**src/rtl/cpu_pkg.sv**
```systemverilog
// ---------------------------------------------------------------------------
// cpu_pkg -- shared types and constants for the fetch path.
//   fetch_state_t : fetch sequencer states
//   RESET_PC      : PC loaded on reset
//   FLAG_N/Z/V    : bit positions of the condition flags inside the 3-bit
//                   flag vector {V,Z,N}
//   pc_align()    : forces an incoming PC onto a halfword boundary
// ---------------------------------------------------------------------------
package cpu_pkg;

    typedef enum logic [2:0] {
        BOOT  = 3'd0,
        REQ   = 3'd1,
        WAIT  = 3'd2,
        ISSUE = 3'd3,
        HALT  = 3'd4
    } fetch_state_t;

    localparam logic [15:0] RESET_PC = 16'h0000;

    localparam int unsigned FLAG_N = 32'd0;
    localparam int unsigned FLAG_Z = 32'd1;
    localparam int unsigned FLAG_V = 32'd2;

    // Instructions are 16-bit, so bit 0 of any PC is forced low.
    function automatic logic [15:0] pc_align(input logic [15:0] pc);
        return pc & 16'hFFFE;
    endfunction

endpackage

```
**src/rtl/flag_reg.sv**
```systemverilog
// ---------------------------------------------------------------------------
// flag_reg -- 3-bit condition-flag register {V,Z,N} with per-bit load enable.
//   clk     : rising-edge clock
//   rst_n   : asynchronous active-low reset, clears all flags
//   wen_i   : per-bit load enable
//   data_i  : per-bit load value
//   flags_o : registered flags
// ---------------------------------------------------------------------------
module flag_reg
    import cpu_pkg::*;
(
    input  logic       clk,
    input  logic       rst_n,
    input  logic [2:0] wen_i,
    input  logic [2:0] data_i,
    output logic [2:0] flags_o
);

    logic [2:0] flags_q;
    logic [2:0] flags_d;

    // Merge enabled bits of the new value with the held flags.
    always_comb begin
        flags_d = flags_q;
        for (int i = 0; i < 3; i++) begin
            if (wen_i[i]) begin
                flags_d[i] = data_i[i];
            end else begin
                flags_d[i] = flags_q[i];
            end
        end
    end

    // Flag storage.
    always_ff @(posedge clk or negedge rst_n) begin
        if (!rst_n) begin
            flags_q <= 3'b000;
        end else begin
            flags_q <= flags_d;
        end
    end

    assign flags_o = flags_q;

endmodule

```
**src/rtl/fetch_unit.sv**
```systemverilog
// ---------------------------------------------------------------------------
// fetch_unit -- single-outstanding instruction fetch sequencer.
// Fetches one 16-bit instruction at pc_cur, holds it for decode until it is
// retired, then advances to pc_next. A retired HLT parks the unit until reset.
//
// Ports:
//   clk, rst_n                : clock, asynchronous active-low reset
//   pc_next                   : next PC, sampled on retire
//   pc_cur                    : address of the current instruction
//   imem_req/imem_addr        : memory request and address
//   imem_gnt                  : request accepted
//   imem_rvalid/imem_rdata    : read data return
//   instr_out/instr_valid     : buffered instruction to decode
//   instr_ready               : decode retires instr_out
//   flag_wen/flag_in/flag_out : per-bit flag update {V,Z,N}, applied on retire
//   halt_in/halted            : instr_out is HLT / core halted
//
// Optional build macro FETCH_PERF_CNT_EN adds saturating counters:
//   fetch_cnt : retired instructions
//   stall_cnt : REQ without gnt, WAIT, or ISSUE without ready cycles
// ---------------------------------------------------------------------------
module fetch_unit
    import cpu_pkg::*;
(
    input  logic        clk,
    input  logic        rst_n,
    input  logic [15:0] pc_next,
    output logic [15:0] pc_cur,
    output logic        imem_req,
    output logic [15:0] imem_addr,
    input  logic        imem_gnt,
    input  logic        imem_rvalid,
    input  logic [15:0] imem_rdata,
    output logic [15:0] instr_out,
    output logic        instr_valid,
    input  logic        instr_ready,
    input  logic [2:0]  flag_wen,
    input  logic [2:0]  flag_in,
    output logic [2:0]  flag_out,
    input  logic        halt_in,
    output logic        halted
`ifdef FETCH_PERF_CNT_EN
    ,
    output logic [15:0] fetch_cnt,
    output logic [15:0] stall_cnt
`endif
);

    fetch_state_t state_q, state_d;
    logic [15:0]  pc_q, pc_d;
    logic [15:0]  instr_q, instr_d;
    logic         req_q, req_d;
    logic         valid_q, valid_d;
    logic         halted_q, halted_d;
    logic         retire_s;

    // Next-state, PC and instruction-buffer logic. The output flops are
    // loaded from the decoded next state so they line up with state_q.
    always_comb begin
        state_d  = state_q;
        pc_d     = pc_q;
        instr_d  = instr_q;
        retire_s = 1'b0;
        case (state_q)
            BOOT: begin
                state_d = REQ;
            end
            REQ: begin
                if (imem_gnt) begin
                    state_d = WAIT;
                end else begin
                    state_d = REQ;
                end
            end
            WAIT: begin
                if (imem_rvalid) begin
                    instr_d = imem_rdata;
                    state_d = ISSUE;
                end else begin
                    state_d = WAIT;
                end
            end
            ISSUE: begin
                if (instr_ready) begin
                    if (halt_in) begin
                        state_d = HALT;
                    end else begin
                        retire_s = 1'b1;
                        pc_d     = pc_align(pc_next);
                        state_d  = REQ;
                    end
                end else begin
                    state_d = ISSUE;
                end
            end
            HALT: begin
                state_d = HALT;
            end
            default: begin
                state_d = BOOT;
            end
        endcase
        req_d    = (state_d == REQ);
        valid_d  = (state_d == ISSUE);
        halted_d = (state_d == HALT);
    end

    // Sequencer state and registered outputs.
    always_ff @(posedge clk or negedge rst_n) begin
        if (!rst_n) begin
            state_q  <= BOOT;
            pc_q     <= RESET_PC;
            instr_q  <= 16'h0000;
            req_q    <= 1'b0;
            valid_q  <= 1'b0;
            halted_q <= 1'b0;
        end else begin
            state_q  <= state_d;
            pc_q     <= pc_d;
            instr_q  <= instr_d;
            req_q    <= req_d;
            valid_q  <= valid_d;
            halted_q <= halted_d;
        end
    end

    assign pc_cur      = pc_q;
    assign imem_addr   = pc_q;
    assign imem_req    = req_q;
    assign instr_out   = instr_q;
    assign instr_valid = valid_q;
    assign halted      = halted_q;

    // Flag writes only take effect on a real (non-HLT) retire.
    flag_reg u_flag_reg (
        .clk     (clk),
        .rst_n   (rst_n),
        .wen_i   (flag_wen & {3{retire_s}}),
        .data_i  (flag_in),
        .flags_o (flag_out)
    );

`ifdef FETCH_PERF_CNT_EN
    logic [15:0] fetch_cnt_q;
    logic [15:0] stall_cnt_q;
    logic        stall_s;

    assign stall_s = ((state_q == REQ) && !imem_gnt) ||
                     (state_q == WAIT) ||
                     ((state_q == ISSUE) && !instr_ready);

    // Saturating retire and stall counters.
    always_ff @(posedge clk or negedge rst_n) begin
        if (!rst_n) begin
            fetch_cnt_q <= 16'h0000;
            stall_cnt_q <= 16'h0000;
        end else begin
            if (retire_s && (fetch_cnt_q != 16'hFFFF)) begin
                fetch_cnt_q <= fetch_cnt_q + 16'd1;
            end else begin
                fetch_cnt_q <= fetch_cnt_q;
            end
            if (stall_s && (stall_cnt_q != 16'hFFFF)) begin
                stall_cnt_q <= stall_cnt_q + 16'd1;
            end else begin
                stall_cnt_q <= stall_cnt_q;
            end
        end
    end

    assign fetch_cnt = fetch_cnt_q;
    assign stall_cnt = stall_cnt_q;
`endif

endmodule

```
**config.mk**
```make
export PLATFORM = sky130hd
export DESIGN_NAME = fetch_unit
export DESIGN_NICKNAME = d
export VERILOG_FILES = /design/src/rtl/cpu_pkg.sv /design/src/rtl/flag_reg.sv /design/src/rtl/fetch_unit.sv
export SDC_FILE = /design/constraint.sdc
export NUM_CORES = 1
export LEC_CHECK = 0
export ABC_AREA = 1
export CAP_MARGIN = 25
export CELL_PAD_IN_SITES_DETAIL_PLACEMENT = 1
export CELL_PAD_IN_SITES_GLOBAL_PLACEMENT = 2
export CORE_ASPECT_RATIO = 1.25
export CORE_MARGIN = 2
export CORE_UTILIZATION = 19
export DETAILED_ROUTE_END_ITERATION = 7
export GPL_TIMING_DRIVEN = 0
export PLACE_DENSITY_LB_ADDON = 0.25
export SKIP_LAST_GASP = 1
export SYNTH_ARGS = -nofsm -noshare
export SYNTH_HDL_FRONTEND = slang
export SYNTH_SLANG_ARGS = --single-unit
```
**constraint.sdc**
```tcl
create_clock -name clk -period 1.15 [get_ports clk]
set_clock_uncertainty 0.05 [all_clocks]
set_input_delay 0.23 -clock clk [delete_from_list [all_inputs] [get_ports clk]]
set_output_delay 0.23 -clock clk [all_outputs]
set_load 0.005 [all_outputs]
```
==> results by stage, run 1 <==
Power and ir drop:
- The proportion of power drawn by combinational gates is 0.520.
- The power per standard cell area is 2410 nW/um2.
- Across the VDD grid, the largest voltage drop is 621 uV.
- For this design the static power due to leakage is 1.75 nW.
- The switching power share of the total is 0.342.
- The part of the total power dissipated in the clock network is 0.171.
- The portion of total power attributed to sequential cells is 0.309.
- Summed over all nets, the switching power comes to around 2.8 mW.
- Cell internal power was estimated by the tool at 5.45 mW.

Worst hold path:
- The path with the worst hold slack has its endpoint at state_q[1].
- The path class of the tightest hold or removal check is in -> reg.
- The worst hold path passes through 4 cells.
- The worst hold path begins at instr_ready.

Timing:
- The final worst-path setup slack is -92.0 ps.
- The maximum operating frequency is 805 MHz.
- The period utilization is 1.08.
- The worst hold slack across all endpoints is 306 ps.
- Setup repair after global routing could not meet its margin everywhere.
- The final count of pins violating max slew is 0.
- The number of failing hold endpoints at the final stage is 0.
- The final-layout setup total negative slack is -2510 ps.
- Setup violations remaining at the end of the flow were counted as 47.
- The final critical delay including setup and external delays is 1240 ps.

Floorplanning:
- The floorplan step defined a die boundary enclosing 10500 um2.
- The die outline height is 114 um.
- In this run the core area contains 40 standard-cell rows.
- The total area inside the core boundary comes to around 9500 um2.
- between 90 and 100 I/O pins were placed.
- The die extent in x is 92.0 um.
- The effective utilization at floorplan is 0.194.

Place:
- The total half-perimeter wirelength after legalization and detailed placement is 4.01 mm.
- In this run the tool buffered the top-level ports with 94 buffer cells.
- Including well taps, the total number of placed cells is around 430.
- In this run the cell area measured after placement is 2960 um2.
- The routability-driven placement congestion ratio is 0.711.

Run status:
- The final reports fail on setup timing.
- The run finished, with violations left.

Final layout:
- At the end of the flow the core is filled with cells to 0.362.
- The count of filler cells inserted in the layout is between 1000 and 1500.
- After the flow finishes, the layout carries non-filler instances totaling 462.
- In the final layout, the share of cells above drive strength 1 is 0.479.
- The area of combinational cells with multiple inputs is approximately 770 um2.
- The area growth from synthesis to layout is 87.1%.
- The net count of the finished layout is 379.
- In the final layout, flip-flops and latches occupy 1000 um2.
- The summed area of non-filler cells in the final layout is 3440 um2.
- The final antenna diode count is 0.

GRT:
- The number of global-route vias before repair is 1835.
- The number of antenna violations at the first check in global routing is 0.
- Entering global routing, the biggest net connects 23 pins.
- Across every metal layer, demand over resource in global routing totals 0.111.
- After global routing the overflow that remains totals 0.
- The global-route wire length before repair is 9.10 mm.

Detailed routing:
- After detailed routing, the average wire length per cell comes to 12.8 um.
- The remaining design rule violation count is 0.
- The total number of vias is between 1500 and 2000.
- The final antenna-violating net count is 0.
- The number of design-rule violations left by the first detailed-router iteration is 37.
- The average vias per placed instance is a little under 4.
- The number of iterations in the first detailed-routing pass is 4.
- The total detailed-routing wirelength is a little under 6 mm.

Setup path:
- The setup check on the worst reg-to-reg path leaves a slack of -90 ps.
- In this design, the stage delay of the slowest critical-path cell is 370 ps.
- The start-to-end type of the worst setup path is reg -> reg.
- STA classifies the critical path startpoint as a flop.
- The maximum fanout along the worst path is 8.
- The critical path goes through buf_6, nor2_4, nand2_8, clkbuf_16, nand2_2, nand2_1.
- In this run the critical register-to-register path is captured at instr_out[9].
- For this design, the slowest cell found on the critical path is sky130_fd_sc_hd__dfrtp_1.
- At the worst endpoint, the required time is 1270 ps.
- The reg-to-reg startpoint is state_q[0].
- The type of element capturing the critical path is a flop.
- The number of cells on the worst reg-to-reg path is 6.
- Data arrives at the worst endpoint at ~1400 ps.

Synthesis:
- The post-synthesis sequential element count is 40.
- The proportion of netlist area held by the largest area contributor is 0.544.
- By area, the combinational part of the netlist is dominated by simple AND/OR/NAND/NOR gates.
- Of the total synthesized cell area, the portion taken by AND, OR, NAND and NOR gates is 0.320.
- Sorting the synthesized cells by area gives the leading types as sky130_fd_sc_hd__dfrtp_1 54%, sky130_fd_sc_hd__nand2_1 15%, sky130_fd_sc_hd__nand3_1 9.8%.
- The number of instances in the synthesized netlist is 203.
- The number of different library cells used by synthesis comes to 17.
- Each instance of the synthesized netlist takes up on average between 9 and 10 um2.
- The biggest area contributor in the post-synthesis netlist is sky130_fd_sc_hd__dfrtp_1.
- The synthesized-area fraction occupied by xor and xnor cells is 0.
- Yosys printed 0 warnings.
- The portion of synthesized area spent on multiplexers is 0.
- The proportion of synthesized chip area in sequential cells is 0.544.
- The synthesized area is 1840 um2.
- The complex-gate fraction of the synthesized area was 0.00816.
- Of the total synthesized cell area, the portion taken by full adders, half adders and majority gates is 0.

Clocking:
- The insertion delay of the later-clocked pin in the worst-skew pair is 280 ps.
- The clock transition at the register clock pins on the worst setup and hold paths after CTS is ~60 ps.
- The clock passes through at most 2 buffers.
- The tree is rooted in a sky130_fd_sc_hd__clkbuf_16.
- The total clock sinks is 40.
- The CTS tree is built.
- Counting the buffers created by CTS gives 5.
- The clock tree synthesis step divided the H-tree into 2 levels.

Flow run:
- The max-capacitance violation count is 0.
==> what timing repair did <==
item | 4_1_cts | 5_1_grt
cloned | 1 | 3
buffers inserted | 21 | 9
hold endpoints to repair | 18 | 0
hold buffers | 1 | 0
resized for setup | 245 | 44
pin swaps | 5 | 4
setup endpoints to repair | 90 | 56
==> sequential cells by signal, indices dropped and copies added, names as in the netlist <==
register            flops
instr_out              16
imem_addr              15
state_q                 3
u_flag_reg.flags_o      3
halted                  1
imem_req                1
instr_valid             1
==> area by class of cell <==
class / instances / area share
well taps: 126 / 0.0458
clock buffers: 8 / 0.0425
inverters: 7 / 0.00836
multi-input cells: 132 / 0.225
plain buffers: 21 / 0.0654
flip-flops and latches: 40 / 0.291
repair buffers: 128 / 0.322
==> critical path, delay by kind of cell (launching register included) <==
family,cells,cell delay (ps)
simple gates,4,390
flops,1,370
buf+inv,2,310
==> power groups by stage <==
stage | Combinational [mW] | Clock, mW | Sequential [mW]
final | 4.31 | 1.41 | 2.57
after global routing | 4.73 | 1.54 | 2.67
after CTS | 4.03 | 1.48 | 2.50
after detailed placement | 3.77 | 0 | 2.49
after global placement | 3.73 | 0 | 2.48
after floorplan | 1.58 | 0 | 2.50
==> metrics by stage <==
stage          power (mW)  worst slack (ps)
6_report             8.29             -92.0
5_1_grt              8.94              -159
4_1_cts              8.02             -70.3
3_5_place_dp         6.27              -516
3_3_place_gp         6.20             -1650
2_1_floorplan        4.08             -1.80
==> kinds of logic after synthesis <==
group	after synthesis
AND/OR/NAND/NOR	127
other	1
AO/OA/AOI/OAI	2
buffers and inverters	33
flip-flops	40
==> how the worst max path moves through the flow <==
stage,cells after the start,to,from
2_1_floorplan,6,instr_out[10],state_q[0]
3_3_place_gp,1,state_q[1],rst_n
3_5_place_dp,7,u_flag_reg.flags_o[1],instr_ready
4_1_cts,2,pc_cur[13],imem_addr[13]
5_1_grt,6,instr_out[9],state_q[0]
6_report,6,instr_out[9],state_q[0]
==> placed cells by master, fill, tap and decap left out, drive strengths merged <==
master,n
buf,100
dlygate4sd3,1
nand3,36
nand4,3
clkdlybuf4s15,2
o31ai,2
inv,7
clkbuf,13
nand2,79
dlymetal6s2s,1
clkdlybuf4s50,40
conb,2
nor2,10
dfrtp,40
==> metal layers <==
metal  up-vias  GRT usage  wire length [um]
li1        890          -                 -
met5         -          0                 0
met4         0     0.0448                83
met1       840      0.129              2320
met2        53      0.199              3220
met3         6     0.0251               273
==> cells in the mapped netlist (all sizes together) <==
master	count
nand2	79
dfrtp	40
nand3	36
buf	26
nor2	9
inv	7
nand4	3
o31ai	2
conb	1
No activity file was read; power rests on OpenSTA's default activity.
==> run 2: changes to the inputs <==
--- a/config.mk
+++ b/config.mk
@@ -11,7 +11,8 @@
 export CELL_PAD_IN_SITES_GLOBAL_PLACEMENT = 2
 export CORE_ASPECT_RATIO = 1.25
 export CORE_MARGIN = 2
-export CORE_UTILIZATION = 19
+export CORE_UTILIZATION = 20
+export CTS_BUF_LIST = sky130_fd_sc_hd__clkbuf_4
 export DETAILED_ROUTE_END_ITERATION = 7
 export GPL_TIMING_DRIVEN = 0
 export PLACE_DENSITY_LB_ADDON = 0.25
==> results by stage, run 2 (same netlist as run 1, synthesis figures left out) <==
Detailed routing:
- The routed length on met2 is 3.40 mm (was 3.22 mm).
- The average vias per placed instance is 4.01 (was 3.87).
- The top routing layer in use is met4 (unchanged).
- The number of design-rule violations left by the first detailed-router iteration came to 63 (was 37).
- The number of iterations in the first detailed-routing pass is 4 (unchanged).
- The mean routed wirelength per cell is 13.2 um (was 12.8 um).
- The total number of vias is 1886 (was 1789).
- The met1 wire length is 2.50 mm (was 2.32 mm).
- The remaining design rule violation count is 0 (unchanged).
- The total detailed-routing wirelength came to 6.21 mm (was 5.90 mm).
- The total met3 wirelength after detailed routing is 223 um (was 273 um).
- The final antenna-violating net count is 0 (unchanged).

Setup path:
- The dominant delay contributor by cell family on the critical path is flip-flops (was simple AND/OR/NAND/NOR gates).
- The start-to-end type of the worst setup path was reg -> out (was reg -> reg).
- The kind of launch point of the worst setup path was a flop (unchanged).
- The endpoint arrival time on the critical path is 1030 ps (was 1370 ps).
- The reg-to-reg startpoint was state_q[0] (unchanged).
- The setup slack on the worst flop-to-flop path is -120 ps (was -90 ps).
- The cell count of the worst reg-to-reg path was 8 (was 6).
- The peak per-stage delay on the critical path is 440 ps (was 370 ps).
- Series of cell instances along the critical path: buf_6, buf_6 (was buf_6, nor2_4, nand2_8, clkbuf_16, nand2_2, nand2_1).
- The maximum fanout along the worst path is 3 (was 8).
- The type of element capturing the critical path is a primary output (was flop).
- The total buffers and inverters traversed by the critical path was 2 (unchanged).
- The endpoint of the worst register-to-register path is imem_addr[9] (was instr_out[9]).
- The data required time at the worst endpoint was 870 ps (was 1270 ps).
- Counting stages on the worst path, the most repeated cell is sky130_fd_sc_hd__buf_6.
- The slowest cell on the critical path is sky130_fd_sc_hd__dfrtp_1 (unchanged).

Final layout:
- The share of the core filled with cells in the final layout is 0.404 (was 0.362).
- The flip-flop count of the largest register, all copies and words added was 16 (unchanged).
- Highest-count cells in the layout ignoring fill and taps: 41 x sky130_fd_sc_hd__buf_6, 41 x sky130_fd_sc_hd__clkdlybuf4s50_1, 38 x sky130_fd_sc_hd__dfrtp_1, 38 x sky130_fd_sc_hd__buf_2, 35 x sky130_fd_sc_hd__nand2_1 (was 42 x sky130_fd_sc_hd__nand2_1, 40 x sky130_fd_sc_hd__clkdlybuf4s50_1, 38 x sky130_fd_sc_hd__dfrtp_1, 35 x sky130_fd_sc_hd__nand3_1, 35 x sky130_fd_sc_hd__buf_2).
- The final instance count without filler cells came to 470 (was 462).
- The net count of the finished layout is 390 (was 379).
- The area overhead of the layout relative to synthesis is 98.1% (was 87.1%).
- The proportion of layout cells with a drive suffix above 1 is 0.573 (was 0.479).
- The final antenna diode count came to 0 (unchanged).

Floorplanning:
- The count of standard-cell rows is 39 (was 40).
- The number of top-level pins is 98 (unchanged).
- The area of the placeable core is 9030 um2 (was 9510 um2).
- The effective utilization at floorplan is 0.204 (was 0.194).
- The total die area is 9990 um2 (was 10500 um2).
- The die outline height was 111 um (was 114 um).
- The die extent in x is 89.8 um (was 92.0 um).

GRT:
- The number of global-route vias before repair came to 1975 (was 1835).
- The sum of overflow across all layers after global routing is 0 (unchanged).
- The number of antenna violations at the first check in global routing came to 0 (unchanged).
- The global-route wire length before repair is 10.1 mm (was 9.10 mm).
- The total routing resource utilization after global routing is 0.127 (was 0.111).
- The largest net degree at the start of global routing is 24 (was 23).

Clocking:
- The CTS tree was built (unchanged).
- The total CTS buffers was 5 (unchanged).
- The clock transition at the register clock pins on the worst setup and hold paths after CTS is 120 ps (was 60 ps).
- The insertion delay of the later-clocked pin in the worst-skew pair is 350 ps (was 280 ps).
- The cell at the root of the clock tree is sky130_fd_sc_hd__clkbuf_4 (was sky130_fd_sc_hd__clkbuf_16).
- The CTS H-tree depth was 2 (unchanged).
- The buffer levels on the longest clock path is 2 (unchanged).
- The total clock sinks is 40 (unchanged).

Power and ir drop:
- The power per standard cell area is 2320 nW/um2 (was 2410 nW/um2).
- The leakage power summed over all cells is 1.81 nW (was 1.75 nW).
- The maximum vdd drop is 555 uV (was 621 uV).

Place:
- The minimum setup slack after placement is -553 ps (was -516 ps).
- The post-placement cell count is 422 (was 425).
- The total half-perimeter wirelength after legalization and detailed placement is 4.07 mm (was 4.01 mm).
- The number of buffers inserted by port buffering is 94 (unchanged).
- The routability-driven placement congestion ratio was 0.666 (was 0.711).

Timing:
- The final count of pins violating max slew is 0 (unchanged).
- The maximum operating frequency is 765 MHz (was 805 MHz).
- The period utilization came to 1.14 (was 1.08).
- The final worst-path setup slack was -157 ps (was -92.0 ps).
- The number of failing hold endpoints at the final stage is 0 (unchanged).
- The final setup violation count came to 83 (was 47).
- The final critical delay including setup and external delays is 1310 ps (was 1240 ps).
- The final-layout setup total negative slack is -6010 ps (was -2510 ps).
- RSZ-0062 raised after global routing: yes (unchanged).

Flow run:
- The max-capacitance violation count is 0 (unchanged).

Worst hold path:
- The path class of the lowest-slack min-delay path is in -> async (was in -> reg).

Run status:
- Failing checks: setup timing (unchanged).
- Status: complete, but fails checks (unchanged).
-- run 2: changes by cell type in the layout (fill, tap and decap cells not counted), sizes merged --
cell	before	now
nor2	10	9
clkbuf	13	7
buf	100	119
dlymetal6s2s	1	0
clkdlybuf4s15	2	0
clkinv	0	1
clkdlybuf4s50	40	41
-- run 2: worst reg2reg max path: cells and delay by family, from the launching register on --
kind	cells	cell delay, ps
buffers and inverters	3	430
and+or+nand+nor	5	350
DFF	1	360
-- run 2: repair_timing --
action                                 in CTS  in global routing
setup endpoints to repair                  91                 92
endpoints found under the hold margin      17                  0
cloned                                      5                  0
resized for setup                         301                 34
buffers inserted                           23                 14
hold buffers                                1                  0
pin swaps                                  18                 10
-- run 2: stage by stage --
stage	instance area (um2)	power, mW	hold WS, ps
finish	3650	8.46	303
global route	3650	9.10	301
CTS	3440	8.06	298
detailed placement	2960	6.28	165
global placement	2950	6.21	405
floorplan	1850	4.08	-116
-- run 2: worst max-delay path by stage --
stage / from / endpoint / slack, ps / cells past startpoint
after floorplan: state_q[0] / instr_out[10] / -2 / 6
after global placement: rst_n / state_q[1] / -1600 / 1
after detailed placement: instr_ready / u_flag_reg.flags_o[1] / -550 / 7
after CTS: imem_addr[2] / pc_cur[2] / -170 / 2
after global routing: imem_addr[12] / pc_cur[12] / -200 / 2
final: imem_addr[12] / pc_cur[12] / -160 / 2
-- run 2: layer usage --
layer	global-route usage	up-vias
li1	-	913
met1	0.145	918
met2	0.236	49
met3	0.0224	6
met4	0.0431	0
met5	0	-
-- run 2: cell type report --
| type | instances | area [um2] |
|---|---|---|
| plain buffers | 26 | 293 |
| clock buffers | 7 | 52.6 |
| clock inverters | 1 | 3.75 |
| fillers | 1018 | 5380 |
| inverters | 7 | 26.3 |
| multi-input cells | 131 | 893 |
| flip-flops and latches | 40 | 1000 |
| well taps | 123 | 154 |
| repair buffers | 135 | 1220 |
-- run 2: where the power goes --
part           total, mW  switching [mW]  internal, mW
logic               5.18            2.07          3.10
registers           2.52           0.493          2.03
clock network      0.763           0.479         0.283
total               8.46            3.04          5.42
